### config.mk
export PLATFORM = sky130hd
export DESIGN_NAME = pulse_identifier_multi
export DESIGN_NICKNAME = d
export VERILOG_FILES = /design/src/rtl/pulse_id_pkg.sv /design/src/rtl/pulse_window_capture.sv /design/src/rtl/pulse_identifier_multi.sv
export SDC_FILE = /design/constraint.sdc
export NUM_CORES = 1
export LEC_CHECK = 0
export CAP_MARGIN = 20
export CORE_ASPECT_RATIO = 0.7
export CORE_MARGIN = 3
export CORE_UTILIZATION = 28
export DETAILED_ROUTE_END_ITERATION = 10
export GPL_TIMING_DRIVEN = 0
export SETUP_SLACK_MARGIN = 0.02
export SLEW_MARGIN = 10
export SYNTH_ARGS = -nofsm -noshare
export SYNTH_HDL_FRONTEND = slang
export SYNTH_HIERARCHICAL = 1
export SYNTH_SLANG_ARGS = --single-unit
### constraint.sdc
create_clock -name clk_72MHz -period 15 [get_ports clk_72MHz]
set_clock_uncertainty 0.05 [all_clocks]
set_input_delay 1.5 -clock clk_72MHz [delete_from_list [all_inputs] [get_ports clk_72MHz]]
set_output_delay 1.5 -clock clk_72MHz [all_outputs]
set_load 0.005 [all_outputs]
### src/rtl/pulse_id_pkg.sv
// Shared types, default widths and helpers for the multi-channel pulse identifier.
package pulse_id_pkg;

    localparam int unsigned DefNumSensors  = 4;
    localparam int unsigned DefSelW        = 4;
    localparam int unsigned DefCntW        = 8;
    localparam int unsigned DefTsW         = 24;
    localparam int unsigned DefPolyW       = 17;
    localparam int unsigned DefIterShift   = 4;
    localparam int unsigned DefTimeoutTick = 72000;
    localparam int unsigned DefSettleTick  = 3750;

    typedef enum logic [2:0] {
        StIdle,
        StCollect,
        StSettle,
        StPoly,
        StOffsetWait,
        StCalc,
        StReady,
        StDrain
    } state_e;

    function automatic logic [7:0] sat_inc8(input logic [7:0] v);
        return (v == 8'hFF) ? v : v + 8'd1;
    endfunction

endpackage

### src/rtl/pulse_window_capture.sv
// Per-channel arrival capture: registered activity, seen mask, timestamps,
// first/second arbitration and the collection window timer.
module pulse_window_capture
    import pulse_id_pkg::*;
#(
    parameter int unsigned NUM_SENSORS   = DefNumSensors,
    parameter int unsigned SEL_W         = DefSelW,
    parameter int unsigned CNT_W         = DefCntW,
    parameter int unsigned TS_W          = DefTsW,
    parameter int unsigned TIMEOUT_TICKS = DefTimeoutTick
) (
    input  logic                         clk_i,
    input  logic                         rst_i,
    input  logic [NUM_SENSORS*CNT_W-1:0] avl_blocks_nb_i,
    input  logic [TS_W-1:0]              sys_ts_i,
    input  logic                         capture_en_i,
    input  logic                         timer_clr_i,
    input  logic                         seen_clr_i,
    output logic [NUM_SENSORS-1:0]       active_o,
    output logic [NUM_SENSORS-1:0]       seen_o,
    output logic [NUM_SENSORS*TS_W-1:0]  ts_cap_o,
    output logic [SEL_W-1:0]             first_o,
    output logic [SEL_W-1:0]             second_o,
    output logic                         first_vld_o,
    output logic                         second_vld_o,
    output logic                         timeout_o,
    output logic                         all_seen_o,
    output logic                         drained_o
);

    localparam int unsigned TmrW = $clog2(TIMEOUT_TICKS + 1);
    localparam logic [TmrW-1:0] TmrMax = TmrW'(TIMEOUT_TICKS);

    logic [NUM_SENSORS*CNT_W-1:0] avl_q;
    logic [NUM_SENSORS-1:0]       seen_q, seen_d, new_mask;
    logic [TS_W-1:0]              ts_cap_q [NUM_SENSORS];
    logic [SEL_W-1:0]             first_q, first_d, second_q, second_d;
    logic                         first_vld_q, first_vld_d, second_vld_q, second_vld_d;
    logic [TmrW-1:0]              timer_q, timer_d;
    logic                         window_open;

    for (genvar g = 0; g < NUM_SENSORS; g++) begin : g_chan
        assign active_o[g]                 = |avl_q[g*CNT_W +: CNT_W];
        assign ts_cap_o[g*TS_W +: TS_W]    = ts_cap_q[g];
    end

    assign window_open = capture_en_i && (timer_q < TmrMax);
    assign timeout_o   = (timer_q == TmrMax);
    assign new_mask    = active_o & ~seen_q & {NUM_SENSORS{window_open}};
    assign timer_d     = timer_clr_i ? '0 : (timeout_o ? timer_q : timer_q + 1'b1);

    // Lowest index wins ties, both for first and for second within one cycle.
    always_comb begin
        seen_d       = seen_q | new_mask;
        first_d      = first_q;
        second_d     = second_q;
        first_vld_d  = first_vld_q;
        second_vld_d = second_vld_q;
        for (int i = 0; i < NUM_SENSORS; i++) begin
            if (new_mask[i]) begin
                if (!first_vld_d) begin
                    first_d     = SEL_W'(i);
                    first_vld_d = 1'b1;
                end else if (!second_vld_d) begin
                    second_d     = SEL_W'(i);
                    second_vld_d = 1'b1;
                end
            end
        end
        if (seen_clr_i) begin
            seen_d       = '0;
            first_d      = '0;
            second_d     = '0;
            first_vld_d  = 1'b0;
            second_vld_d = 1'b0;
        end
    end

    always_ff @(posedge clk_i or posedge rst_i) begin
        if (rst_i) begin
            avl_q        <= '0;
            seen_q       <= '0;
            first_q      <= '0;
            second_q     <= '0;
            first_vld_q  <= 1'b0;
            second_vld_q <= 1'b0;
            timer_q      <= '0;
            for (int i = 0; i < NUM_SENSORS; i++) begin
                ts_cap_q[i] <= '0;
            end
        end else begin
            avl_q        <= avl_blocks_nb_i;
            seen_q       <= seen_d;
            first_q      <= first_d;
            second_q     <= second_d;
            first_vld_q  <= first_vld_d;
            second_vld_q <= second_vld_d;
            timer_q      <= timer_d;
            for (int i = 0; i < NUM_SENSORS; i++) begin
                if (new_mask[i]) begin
                    ts_cap_q[i] <= sys_ts_i;
                end
            end
        end
    end

    assign seen_o       = seen_q;
    assign first_o      = first_q;
    assign second_o     = second_q;
    assign first_vld_o  = first_vld_q;
    assign second_vld_o = second_vld_q;
    assign all_seen_o   = &seen_q;
    assign drained_o    = ((seen_q & active_o) == '0);

endmodule

### src/rtl/pulse_identifier_multi.sv
// Multi-channel pulse identifier: drives the polynomial/offset handshakes and
// turns captured arrival timestamps into per-channel pulse IDs.
module pulse_identifier_multi
    import pulse_id_pkg::*;
#(
    parameter int unsigned NUM_SENSORS   = DefNumSensors,
    parameter int unsigned SEL_W         = DefSelW,
    parameter int unsigned CNT_W         = DefCntW,
    parameter int unsigned TS_W          = DefTsW,
    parameter int unsigned POLY_W        = DefPolyW,
    parameter int unsigned ITER_SHIFT    = DefIterShift,
    parameter int unsigned TIMEOUT_TICKS = DefTimeoutTick,
    parameter int unsigned SETTLE_TICKS  = DefSettleTick
) (
    input  logic                          clk_72MHz,
    input  logic                          reset,
    input  logic [TS_W-1:0]               sys_ts,
    input  logic [NUM_SENSORS*CNT_W-1:0]  avl_blocks_nb,
    output logic                          poly_enable,
    output logic [SEL_W-1:0]              poly_sel_a,
    output logic [SEL_W-1:0]              poly_sel_b,
    input  logic                          poly_ready,
    input  logic [POLY_W-1:0]             polynomial,
    input  logic [TS_W-1:0]               ts_first_data,
    output logic                          offset_enable,
    input  logic                          offset_ready,
    input  logic [POLY_W-1:0]             offset,
    output logic [NUM_SENSORS*POLY_W-1:0] pulse_id,
    output logic [NUM_SENSORS-1:0]        pulse_valid,
    output logic                          ready,
    input  logic                          ack,
    output logic [7:0]                    err_timeout_cnt,
    output logic [7:0]                    err_match_cnt
);

    localparam int unsigned SetW = $clog2(SETTLE_TICKS + 1);
    localparam logic [SetW-1:0]  SettleLast = SetW'(SETTLE_TICKS - 1);
    localparam logic [SEL_W-1:0] LastIdx    = SEL_W'(NUM_SENSORS - 1);

    state_e               state_q, state_d;
    logic [SetW-1:0]      settle_q, settle_d;
    logic                 arm_q, arm_d;
    logic                 offs_done_q, offs_done_d;
    logic [TS_W-1:0]      ts_ref_q, ts_ref_d;
    logic [POLY_W-1:0]    offset_q, offset_d;
    logic [SEL_W-1:0]     calc_idx_q, calc_idx_d;
    logic [POLY_W-1:0]    pid_q [NUM_SENSORS];
    logic [POLY_W-1:0]    pid_d [NUM_SENSORS];
    logic [NUM_SENSORS-1:0] pvld_q, pvld_d;
    logic [7:0]           errt_q, errt_d, errm_q, errm_d;

    logic [NUM_SENSORS-1:0]      active, seen;
    logic [NUM_SENSORS*TS_W-1:0] ts_cap;
    logic [TS_W-1:0]             cap_arr [NUM_SENSORS];
    logic [SEL_W-1:0]            first_sel, second_sel;
    logic                        first_vld, second_vld, timeout, all_seen, drained;
    logic                        capture_en, timer_clr, seen_clr;
    logic [TS_W-1:0]             cap_ts, delta;
    logic                        seen_k;
    logic [POLY_W-1:0]           calc_pid;

    assign capture_en = (state_q == StIdle) || (state_q == StCollect) || (state_q == StSettle)
                        || (state_q == StPoly) || (state_q == StOffsetWait);
    assign timer_clr  = (state_q == StIdle);
    assign seen_clr   = (state_q == StDrain) && drained;

    pulse_window_capture #(
        .NUM_SENSORS   (NUM_SENSORS),
        .SEL_W         (SEL_W),
        .CNT_W         (CNT_W),
        .TS_W          (TS_W),
        .TIMEOUT_TICKS (TIMEOUT_TICKS)
    ) u_capture (
        .clk_i           (clk_72MHz),
        .rst_i           (reset),
        .avl_blocks_nb_i (avl_blocks_nb),
        .sys_ts_i        (sys_ts),
        .capture_en_i    (capture_en),
        .timer_clr_i     (timer_clr),
        .seen_clr_i      (seen_clr),
        .active_o        (active),
        .seen_o          (seen),
        .ts_cap_o        (ts_cap),
        .first_o         (first_sel),
        .second_o        (second_sel),
        .first_vld_o     (first_vld),
        .second_vld_o    (second_vld),
        .timeout_o       (timeout),
        .all_seen_o      (all_seen),
        .drained_o       (drained)
    );

    for (genvar g = 0; g < NUM_SENSORS; g++) begin : g_flat
        assign cap_arr[g]                      = ts_cap[g*TS_W +: TS_W];
        assign pulse_id[g*POLY_W +: POLY_W]    = pid_q[g];
    end

    // Modulo subtraction absorbs sys_ts wrap; the first channel is pinned to zero.
    always_comb begin
        cap_ts = '0;
        seen_k = 1'b0;
        for (int k = 0; k < NUM_SENSORS; k++) begin
            if (calc_idx_q == SEL_W'(k)) begin
                cap_ts = cap_arr[k];
                seen_k = seen[k];
            end
        end
        delta = cap_ts - ts_ref_q;
        if (first_vld && (calc_idx_q == first_sel)) begin
            delta = '0;
        end
        calc_pid = offset_q + POLY_W'(delta >> ITER_SHIFT);
    end

    always_comb begin
        state_d       = state_q;
        settle_d      = '0;
        arm_d         = 1'b0;
        offs_done_d   = offs_done_q;
        ts_ref_d      = ts_ref_q;
        offset_d      = offset_q;
        calc_idx_d    = '0;
        pid_d         = pid_q;
        pvld_d        = pvld_q;
        errt_d        = errt_q;
        errm_d        = errm_q;
        poly_enable   = 1'b0;
        offset_enable = 1'b0;
        ready         = 1'b0;
        unique case (state_q)
            StIdle: begin
                if (|active) state_d = StCollect;
            end
            StCollect: begin
                if (second_vld) begin
                    state_d = StSettle;
                end else if (timeout) begin
                    errt_d  = sat_inc8(errt_q);
                    state_d = StDrain;
                end
            end
            StSettle: begin
                if (settle_q == SettleLast) state_d = StPoly;
                else                        settle_d = settle_q + 1'b1;
            end
            StPoly: begin
                poly_enable = 1'b1;
                // Only a ready seen after a low phase counts as completion.
                arm_d = arm_q | ~poly_ready;
                if (arm_q && poly_ready) begin
                    arm_d    = 1'b0;
                    ts_ref_d = ts_first_data;
                    if (polynomial == '0) begin
                        errm_d  = sat_inc8(errm_q);
                        state_d = StDrain;
                    end else begin
                        offs_done_d = 1'b0;
                        state_d     = StOffsetWait;
                    end
                end
            end
            StOffsetWait: begin
                offset_enable = 1'b1;
                if (!offs_done_q) begin
                    arm_d = arm_q | ~offset_ready;
                    if (arm_q && offset_ready) begin
                        arm_d = 1'b0;
                        if (offset == '0) begin
                            errm_d  = sat_inc8(errm_q);
                            state_d = StDrain;
                        end else begin
                            offset_d    = offset;
                            offs_done_d = 1'b1;
                        end
                    end
                end else if (all_seen || timeout) begin
                    state_d = StCalc;
                end
            end
            StCalc: begin
                for (int k = 0; k < NUM_SENSORS; k++) begin
                    if (calc_idx_q == SEL_W'(k)) begin
                        pid_d[k]  = seen_k ? calc_pid : '0;
                        pvld_d[k] = seen_k;
                    end
                end
                if (calc_idx_q == LastIdx) state_d = StReady;
                else                       calc_idx_d = calc_idx_q + 1'b1;
            end
            StReady: begin
                ready = 1'b1;
                if (ack) state_d = StDrain;
            end
            StDrain: begin
                if (drained) begin
                    for (int k = 0; k < NUM_SENSORS; k++) begin
                        pid_d[k] = '0;
                    end
                    pvld_d  = '0;
                    state_d = StIdle;
                end
            end
            default: state_d = StIdle;
        endcase
    end

    always_ff @(posedge clk_72MHz or posedge reset) begin
        if (reset) begin
            state_q     <= StIdle;
            settle_q    <= '0;
            arm_q       <= 1'b0;
            offs_done_q <= 1'b0;
            ts_ref_q    <= '0;
            offset_q    <= '0;
            calc_idx_q  <= '0;
            pvld_q      <= '0;
            errt_q      <= '0;
            errm_q      <= '0;
            for (int k = 0; k < NUM_SENSORS; k++) begin
                pid_q[k] <= '0;
            end
        end else begin
            state_q     <= state_d;
            settle_q    <= settle_d;
            arm_q       <= arm_d;
            offs_done_q <= offs_done_d;
            ts_ref_q    <= ts_ref_d;
            offset_q    <= offset_d;
            calc_idx_q  <= calc_idx_d;
            pvld_q      <= pvld_d;
            errt_q      <= errt_d;
            errm_q      <= errm_d;
            pid_q       <= pid_d;
        end
    end

    assign poly_sel_a      = first_sel;
    assign poly_sel_b      = second_sel;
    assign pulse_valid     = pvld_q;
    assign err_timeout_cnt = errt_q;
    assign err_match_cnt   = errm_q;

endmodule
## Yosys cells after proc, flatten, opt, wreduce, memory -nomap -nowiden

Index checks and enable logic that the tools add are counted.

- Register bits after elaboration: 294
- Word-level logic and storage cells: 215

- Add/subtract/negate cells: 7
- $lt $le $gt $ge: 1
- Equal/unequal tests: 34
- Mux-type cells: 99
- Bitwise gates (word level): 13
- Reduce and logical (&&, ||, !) cells: 33

Operators by type and width:

| cell | count |
|---|---|
| $pmux W68 S2 | 1 |
| $mux W17 | 7 |
| $mux W21 | 5 |
| $mux W4 | 26 |
| $mux W68 | 1 |
| $mux W8 | 6 |
| $mux W3 | 12 |
| $logic_not A17 Y1 | 2 |
| $mux W1 | 33 |
| $reduce_or A32 Y1 | 1 |
| $reduce_or A8 Y1 | 4 |
| $mux W12 | 2 |
| $pmux W3 S8 | 1 |
| $sub A21 B21 Y21 | 1 |
| $ne A2 B2 Y1 const B | 9 |
| $add A17 B1 Y17 const B | 1 |
| $add A17 B17 Y17 | 1 |
| $eq A17 B17 Y1 const B | 1 |
| $lt A17 B17 Y1 const B | 1 |
| $add A8 B1 Y8 const B | 2 |
| $eq A8 B8 Y1 const B | 2 |
| $pmux W8 S2 | 1 |
| $reduce_and A3 Y1 | 5 |
| $add A12 B1 Y12 const B | 1 |
| 27 further kinds | 61 |

## Depth between registers and ports, before layout

Gate-level depths: netlist of the first run.

- Depth after elaboration: 18
- Depth in mapped cells: 28

## Modules after synthesis

Netlist of the first run, hierarchy kept.

By module, submodules not included:

| module | times used | cells an instance | area an instance (um2) | sequential area each (um2) |
|---|---|---|---|---|
| pulse_identifier_multi | 1 | 921 | 8446.9 | 3678.5 |
| pulse_window_capture | 1 | 480 | 6172.2 | 3978.8 |

## Least setup slack after synthesis of the first run

Ideal clock, no wire load.

- Path kind: reg-to-reg
- Start: register calc_idx_q[1]
- End: register pid_q, in the netlist pulse_id[16]
- Arrival: 5.426 ns
- Required time: 14.820 ns
- Setup slack: 9.394 ns
- Cell stages (with the launch flop): 28
- Path buffers: 2
- Clock period less this slack: 5.606 ns
- Path through: dfrtp_1 > inv_1 > ha_1 > nor3b_1 > clkbuf_1 > clkbuf_1 > a221o_1 > o21ai_0 > o21ai_0 > ha_1 > and3_1 > o21ai_0 > o211ai_1 > a21o_1 > a21oi_1 > o21ai_0 > xnor2_1 > nor2_1 > ha_1 > or3_1 > o21ai_0 > a21oi_1 > o21ai_1 > o21ai_1 > a311oi_2 > nor2_1 > nand3_1 > o211ai_1

- Word-level cells in the longest chain between the ends: 11

Ends and longest elaborated chain:

| what | RTL line | source |
|---|---|---|
| from (decl) | pulse_identifier_multi.sv:46 | `logic [SEL_W-1:0] calc_idx_q, calc_idx_d;` |
| from (signal assigned) | pulse_identifier_multi.sv:229 | `calc_idx_q <= calc_idx_d;` |
| $logic_not A4 Y1 | pulse_identifier_multi.sv:103, pulse_identifier_multi.sv:182 |  |
| $mux W21 (4 in a row) | pulse_identifier_multi.sv:103 | `if (calc_idx_q == SEL_W'(k)) begin` |
| $sub A21 B21 Y21 | pulse_identifier_multi.sv:108 | `delta = cap_ts - ts_ref_q;` |
| $mux W21 | pulse_identifier_multi.sv:109 | `if (first_vld && (calc_idx_q == first_sel)) begin` |
| $add A17 B17 Y17 | pulse_identifier_multi.sv:112 | `calc_pid = offset_q + POLY_W'(delta >> ITER_SHIFT);` |
| $mux W17 | pulse_identifier_multi.sv:183 | `pid_d[k] = seen_k ? calc_pid : '0;` |
| $mux W17 | pulse_identifier_multi.sv:182 | `if (calc_idx_q == SEL_W'(k)) begin` |
| $pmux W68 S2 | pulse_identifier_multi.sv:130 | `unique case (state_q)` |
| to (signal assigned) | pulse_identifier_multi.sv:233 | `pid_q <= pid_d;` |
| to (decl) | pulse_identifier_multi.sv:47 | `logic [POLY_W-1:0] pid_q [NUM_SENSORS];` |

Parallel ways exist; a longest one is shown, timed or not. The select of a mux whose other input is x is not followed.
A chain may end at the register's enable or synchronous reset.

## Final worst setup path of the first run

- Start: register calc_idx_q[1]
- End: register pid_q, in the netlist pulse_id[49]

- Word-level cells in the longest chain between the ends: 11

Ends and longest elaborated chain:

| what | RTL line |
|---|---|
| $logic_not A4 Y1 | pulse_identifier_multi.sv:103 |
| $mux W21 (4 in a row) | pulse_identifier_multi.sv:103 |
| $sub A21 B21 Y21 | pulse_identifier_multi.sv:108 |
| $mux W21 | pulse_identifier_multi.sv:109 |
| $add A17 B17 Y17 | pulse_identifier_multi.sv:112 |
| $mux W17 | pulse_identifier_multi.sv:183 |
| $mux W17 | pulse_identifier_multi.sv:182 |
| $pmux W68 S2 | pulse_identifier_multi.sv:130 |

Parallel ways exist; a longest one is shown, timed or not. The select of a mux whose other input is x is not followed.

==> results of run 1 <==
==> report_power, final <==
part           total [W]  switching (W)  leakage (nW)  internal, W
combinational    0.00121       0.000716          3.74     0.000493
sequential       0.00101      0.0000876          3.68     0.000918
clock           0.000865       0.000356         0.555     0.000509
==> worst max-delay path, delay by kind of cell (launching register included) <==
family / cells / cell delay [ps]
DFF: 1 / 440
xor gates and xnor gates: 2 / 710
and+or+nand+nor: 4 / 960
adders and majority gates: 3 / 890
buffers and inverters: 3 / 1240
AOI/OAI and AO/OA: 14 / 3060
==> metal layers <==
layer	part of all wire	global-route usage	up-vias	routed length, um
met3	0.074	0.0428	52	3150
met2	0.44	0.239	298	18800
met1	0.47	0.228	5577	19900
met5	0.0011	0	-	45
met4	0.015	0.0307	6	652
li1	-	-	5300	-
==> layout make-up <==
cell class | count | area, um2 | area share
Sequential cell | 294 | 7360 | 0.400
Inverter | 52 | 210 | 0.0114
Timing Repair Buffer | 214 | 2170 | 0.118
Clock inverter | 19 | 238 | 0.0129
Multi-Input combinational cell | 963 | 6360 | 0.346
Tap cell | 665 | 832 | 0.0453
Clock buffer | 43 | 915 | 0.0498
Buffer | 62 | 285 | 0.0155
==> cell usage in the layout (no fill, tap or decap), types with 5 or more instances in the layout <==
| cell | instances |
|---|---|
| o21ai_0 | 103 |
| o31ai_1 | 27 |
| xnor2_1 | 35 |
| and2_1 | 7 |
| a31oi_1 | 6 |
| clkinv_2 | 5 |
| dfrtp_1 | 294 |
| nor4_1 | 15 |
| inv_1 | 50 |
| clkbuf_16 | 34 |
| and4_1 | 5 |
| nand3_1 | 29 |
| nand2b_1 | 14 |
| nand2_1 | 225 |
| nor3_1 | 21 |
| mux2_4 | 19 |
| o21ai_1 | 14 |
| buf_2 | 9 |
| xor2_1 | 33 |
| nor2_1 | 92 |
| clkdlybuf4s50_1 | 211 |
| a21o_1 | 11 |
| ha_1 | 45 |
| mux2_2 | 73 |
| o21a_1 | 9 |
| a21oi_1 | 42 |
| o211ai_1 | 5 |
| nor2b_1 | 9 |
| clkbuf_1 | 51 |
| nand4_1 | 13 |
| a221o_1 | 21 |
| and3_1 | 22 |
==> final timing paths <==
| check | endpoint | slack (ps) | depth (start not counted) |
|---|---|---|---|
| max | pulse_id[49] | 7500 | 26 |
| min reg2reg | pulse_valid[0] | 430 | 2 |
| max in group asynchronous | ts_ref_q[1] | 12520 | 3 |
| min in group asynchronous | settle_q[2] | 1480 | 2 |
| min | pulse_valid[0] | 430 | 2 |
| max reg2reg | pulse_id[49] | 7500 | 26 |
==> metrics by stage <==
stage | hold WS [ps] | power (W)
floorplan | 396 | 0.00175
global placement | 408 | 0.00219
detailed placement | 410 | 0.00223
CTS | 431 | 0.00311
global route | 451 | 0.00328
finish | 427 | 0.00308
==> state kept, by name, indices dropped and copies added (netlist names), 8 cells and up <==
register / cells
pulse_id: 68
err_match_cnt: 8
u_capture/timer_q: 17
offset_q: 17
settle_q: 12
err_timeout_cnt: 8
u_capture/avl_q: 32
u_capture/ts_cap_o: 84
ts_ref_q: 21
==> out/metrics.cfg, run 1 <==
[clocking]
cts_made_buffers=34
cts_root_buf=clkbuf_16
post_cts_resized=0
clk_latency_ps=530
h-tree-depth=2
cts_buffer_depth=3
clkTransAtPathRegs_ps=70
cts_setup_buffers=0
cts_sinks=294
cts_tree=done
cts_hold_buf=0

[placed_design]
postPlaceCellArea_mm2=0.0172
port_buffers=211
place.gp.congestion=0.823
dp_cells=2250
dp_hpwl_um=31500
pre_cts_slack_ps=7570

[synth]
synth_area_mm2=0.0142
syn_inst=1371
yosysWarnings=6
synth_fp_nets=1536
syn_avg_cell_area_um2=10.3

[detailed_routing]
ant_nets=0
vias_per_cell=4.86
drt_iter0_markers=686
dr.pass1.iters=5
detail_route.drc_violations=0
wl_per_cell_um=18.4
drt-total-wl_um=42500
vias=11233

[sta]
rsz0062_at_grt=no
min_period_over_period=0.500
max_freq_mhz=133
finalSetupTns_ps=0
drv_slew=0
layout_setup_ws_ps=7500
hold_violations=0
worstMarginPinSlew_ps=1050
finalSetupViolCount=0
slew_headroom=0.295
fin_crit_ps=7500

[setup_path]
slowest_delay_ps=590
crit_required_ps=15340
crit_fanout=10
critPathSlowestCell=clkbuf_1
critPathArrivalTime_ps=7840
reg2reg_from=calc_idx_q[1]
critPathKind=flop to flop
startpoint=calc_idx_q[1]
start_kind=flop
end_kind=flop

[global_route]
grt_max_degree=114
grt_pass1_vias=11403
grt.total_usage=0.158
overflow=0
grt_pass1_wl_um=66500
antenna_found_initial=4

[floorplanning]
dieArea_mm2=0.0534
initial_core_util=0.285
core_area_mm2=0.0497
fp.dieW_um=275
pin_count=218
fp-row-count=68
die_y_um=194

[power_and_ir_drop]
p_leak_nw=7.98
peakVddDrop_uv=70.8
p_per_area_mw_per_mm2=168

[layout]
final_cells=2312
drive_gt1_frac=0.114
layout.nets=1786
n_antenna_cell=0
syn2layout_area_growth_pct=29.5
final_util=0.370
filler_cell_count=4933
final_area_mm2=0.0184

[outcome]
status=finished clean

[job]
cap_violations=0

[min_path]
hold_start=pulse_valid[0]
hp-class=flop to flop

Note: power is estimated with default switching activity, not from simulation.
==> run 2, diff against run 1 <==
==> constraint.sdc (replaced) <==
create_clock -name clk_72MHz -period 6.6 [get_ports clk_72MHz]
set_clock_uncertainty 0.05 [all_clocks]
set_input_delay 0.66 -clock clk_72MHz [delete_from_list [all_inputs] [get_ports clk_72MHz]]
set_output_delay 0.66 -clock clk_72MHz [all_outputs]
set_load 0.005 [all_outputs]
==> run 2 against run 1 <==
Compared with the run above:
- final area up 0.60%
- combinational power up 130%
- sequential power up 130%
- core utilization up 0.22 points
- final cell count about the same
- via count down 0.38%
- flip-flop and latch count unchanged
- register-to-register slack worse by 7100 ps
- clock power up 130%
- worst setup slack worse by 7100 ps
- maximum frequency up 22%
- worst hold slack about the same
==> out/metrics.cfg, run 2 (same netlist as run 1, synthesis figures left out) <==
[sta]
finalSetupViolCount=0
hold-worst-slack_ps=427
drv_slew=0
slew_headroom=0.284
hold_violations=0
worstMarginPinSlew_ps=1070
max_freq_mhz=162
fin_crit_ps=6170
min_period_over_period=0.934
layout_setup_ws_ps=434

[placed_design]
place.gp.congestion=0.823
dp_hpwl_um=31500
postPlaceCellArea_mm2=0.0172
port_buffers=211
pre_cts_slack_ps=-825

[min_path]
hold_start=pulse_valid[0]
holdPathStages=2
hp-class=flop to flop

[power_and_ir_drop]
p_sw_frac=0.376
power_frac_clock=0.278
peakVddDrop_uv=161
p_seq_frac=0.322
p_int_w=0.00442
p_per_area_mw_per_mm2=384
combPwrFrac=0.400
power_switching_w=0.00267
p_leak_nw=8.04

[clocking]
clkTransAtPathRegs_ps=60
clk_latency_ps=530
cts_sinks=294
cts_tree=done
cts_hold_buf=0
h-tree-depth=2
cts_made_buffers=34
cts_buffer_depth=3
cts_root_buf=clkbuf_16

[detailed_routing]
vias_per_cell=4.84
detail_route.drc_violations=0
dr.pass1.iters=6
drt-total-wl_um=42600
vias=11190
wl_per_cell_um=18.4
ant_nets=0
drt_iter0_markers=660

[setup_path]
start_kind=flop
worst-path-buf-inv=2
critical_path.most_common_cell=ha_1
slowest_delay_ps=520
critPathArrivalTime_ps=6520
critPathSlowestCell=or4b_1
path_depth=24
crit_required_ps=6960
cp_top_family=compound AO/OA/AOI/OAI gates
crit_fanout=10
rr_worst_depth=24
startpoint=calc_idx_q[0]
crit_chain=inv_1 > ha_1 > nor3b_4 > buf_4 > a221o_1 > o21ai_0 > o21ai_0 > ha_1 > a211oi_1 > o21ai_1 > a221o_1 > and3_1 > a41o_1 > o211ai_2 > a21oi_1 > or4b_1 > nand2_1 > ha_1 > a31oi_1 > o311ai_0 > a311oi_4 > nor2_1 > nand3_1 > o211ai_1
reg2reg_from=calc_idx_q[0]
end_kind=flop
critPathKind=flop to flop

[global_route]
grt_pass1_wl_um=66600
grt.total_usage=0.158
overflow=0
grt_pass1_vias=11414
grt_max_degree=114
antenna_found_initial=3

[layout]
mostFrequentLayoutCells=dfrtp_1, nand2_1, clkdlybuf4s50_1, o21ai_0, nor2_1
layout_commonest_cell=dfrtp_1
syn2layout_area_growth_pct=30.3
final_area_mm2=0.0185
n_antenna_cell=0
largest_reg_flops=84
drive_gt1_frac=0.126
layout.nets=1787

[floorplanning]
core_area_mm2=0.0497
initial_core_util=0.285
die_y_um=194
pin_count=218
fp.dieW_um=275
dieArea_mm2=0.0534
fp-row-count=68

[job]
cap_violations=0

[outcome]
status=finished clean

## run 2: area by class of cell
type                            count  area (um2)
Multi-Input combinational cell    963        6420
Clock inverter                     19         238
Buffer                             60         308
Clock buffer                       43         915
Sequential cell                   294        7360
Tap cell                          665         832
Fill cell                        4924       31200
Inverter                           52         210
Timing Repair Buffer              217        2200
## run 2: repair_timing
action / in CTS / in global routing
gates resized for setup: 16 / 20
setup buffers: 0 / 3
pin swaps: 0 / 4
setup endpoints to repair: 44 / 36
## run 2: metrics by stage
step / utilization / TNS, ps / std cells / total power, W
after floorplan: - / 0 / 1371 / 0.00398
after global placement: 0.345 / -98550 / 2247 / 0.00498
after detailed placement: 0.347 / -19690 / 2250 / 0.00506
after CTS: 0.371 / 0 / 2312 / 0.00711
after global routing: 0.372 / -0.837 / 2313 / 0.00754
final: 0.372 / 0 / 2313 / 0.00709
## run 2: layer usage
layer  track usage  wire length (um)  vias up
li1              -                 -     5296
met1         0.228             20100     5572
met2         0.238             18800      262
met3        0.0421              2910       54
met4        0.0319               699        6
met5             0                45        -
## run 2: worst paths after layout
path	endpoint	slack [ps]
worst max-delay path	pulse_id[16]	430
worst min-delay path	pulse_valid[0]	430
worst max register to register	pulse_id[16]	430
worst min register to register	pulse_valid[0]	430
max in group asynchronous	ts_ref_q[13]	4980
min in group asynchronous	settle_q[2]	640
## run 2: worst register-to-register path: stages (launching register included)
cell      delay (ps)
dfrtp_1          470
inv_1            120
ha_1             220
nor3b_4          310
buf_4            260
a221o_1          140
o21ai_0           80
o21ai_0          480
ha_1             390
a211oi_1         240
o21ai_1          130
a221o_1          350
and3_1           200
a41o_1           230
o211ai_2         220
a21oi_1          120
or4b_1           520
nand2_1          100
ha_1             280
a31oi_1          180
o311ai_0         240
a311oi_4         460
nor2_1            80
nand3_1          100
o211ai_1          90
## run 2: power groups by stage
stage / clock [W] / combinational (W) / sequential [W]
finish: 0.00197 / 0.00284 / 0.00229
global route: 0.00210 / 0.00312 / 0.00232
CTS: 0.00203 / 0.00280 / 0.00229
detailed placement: 0 / 0.00275 / 0.00232
global placement: 0 / 0.00267 / 0.00231
floorplan: 0 / 0.00171 / 0.00227
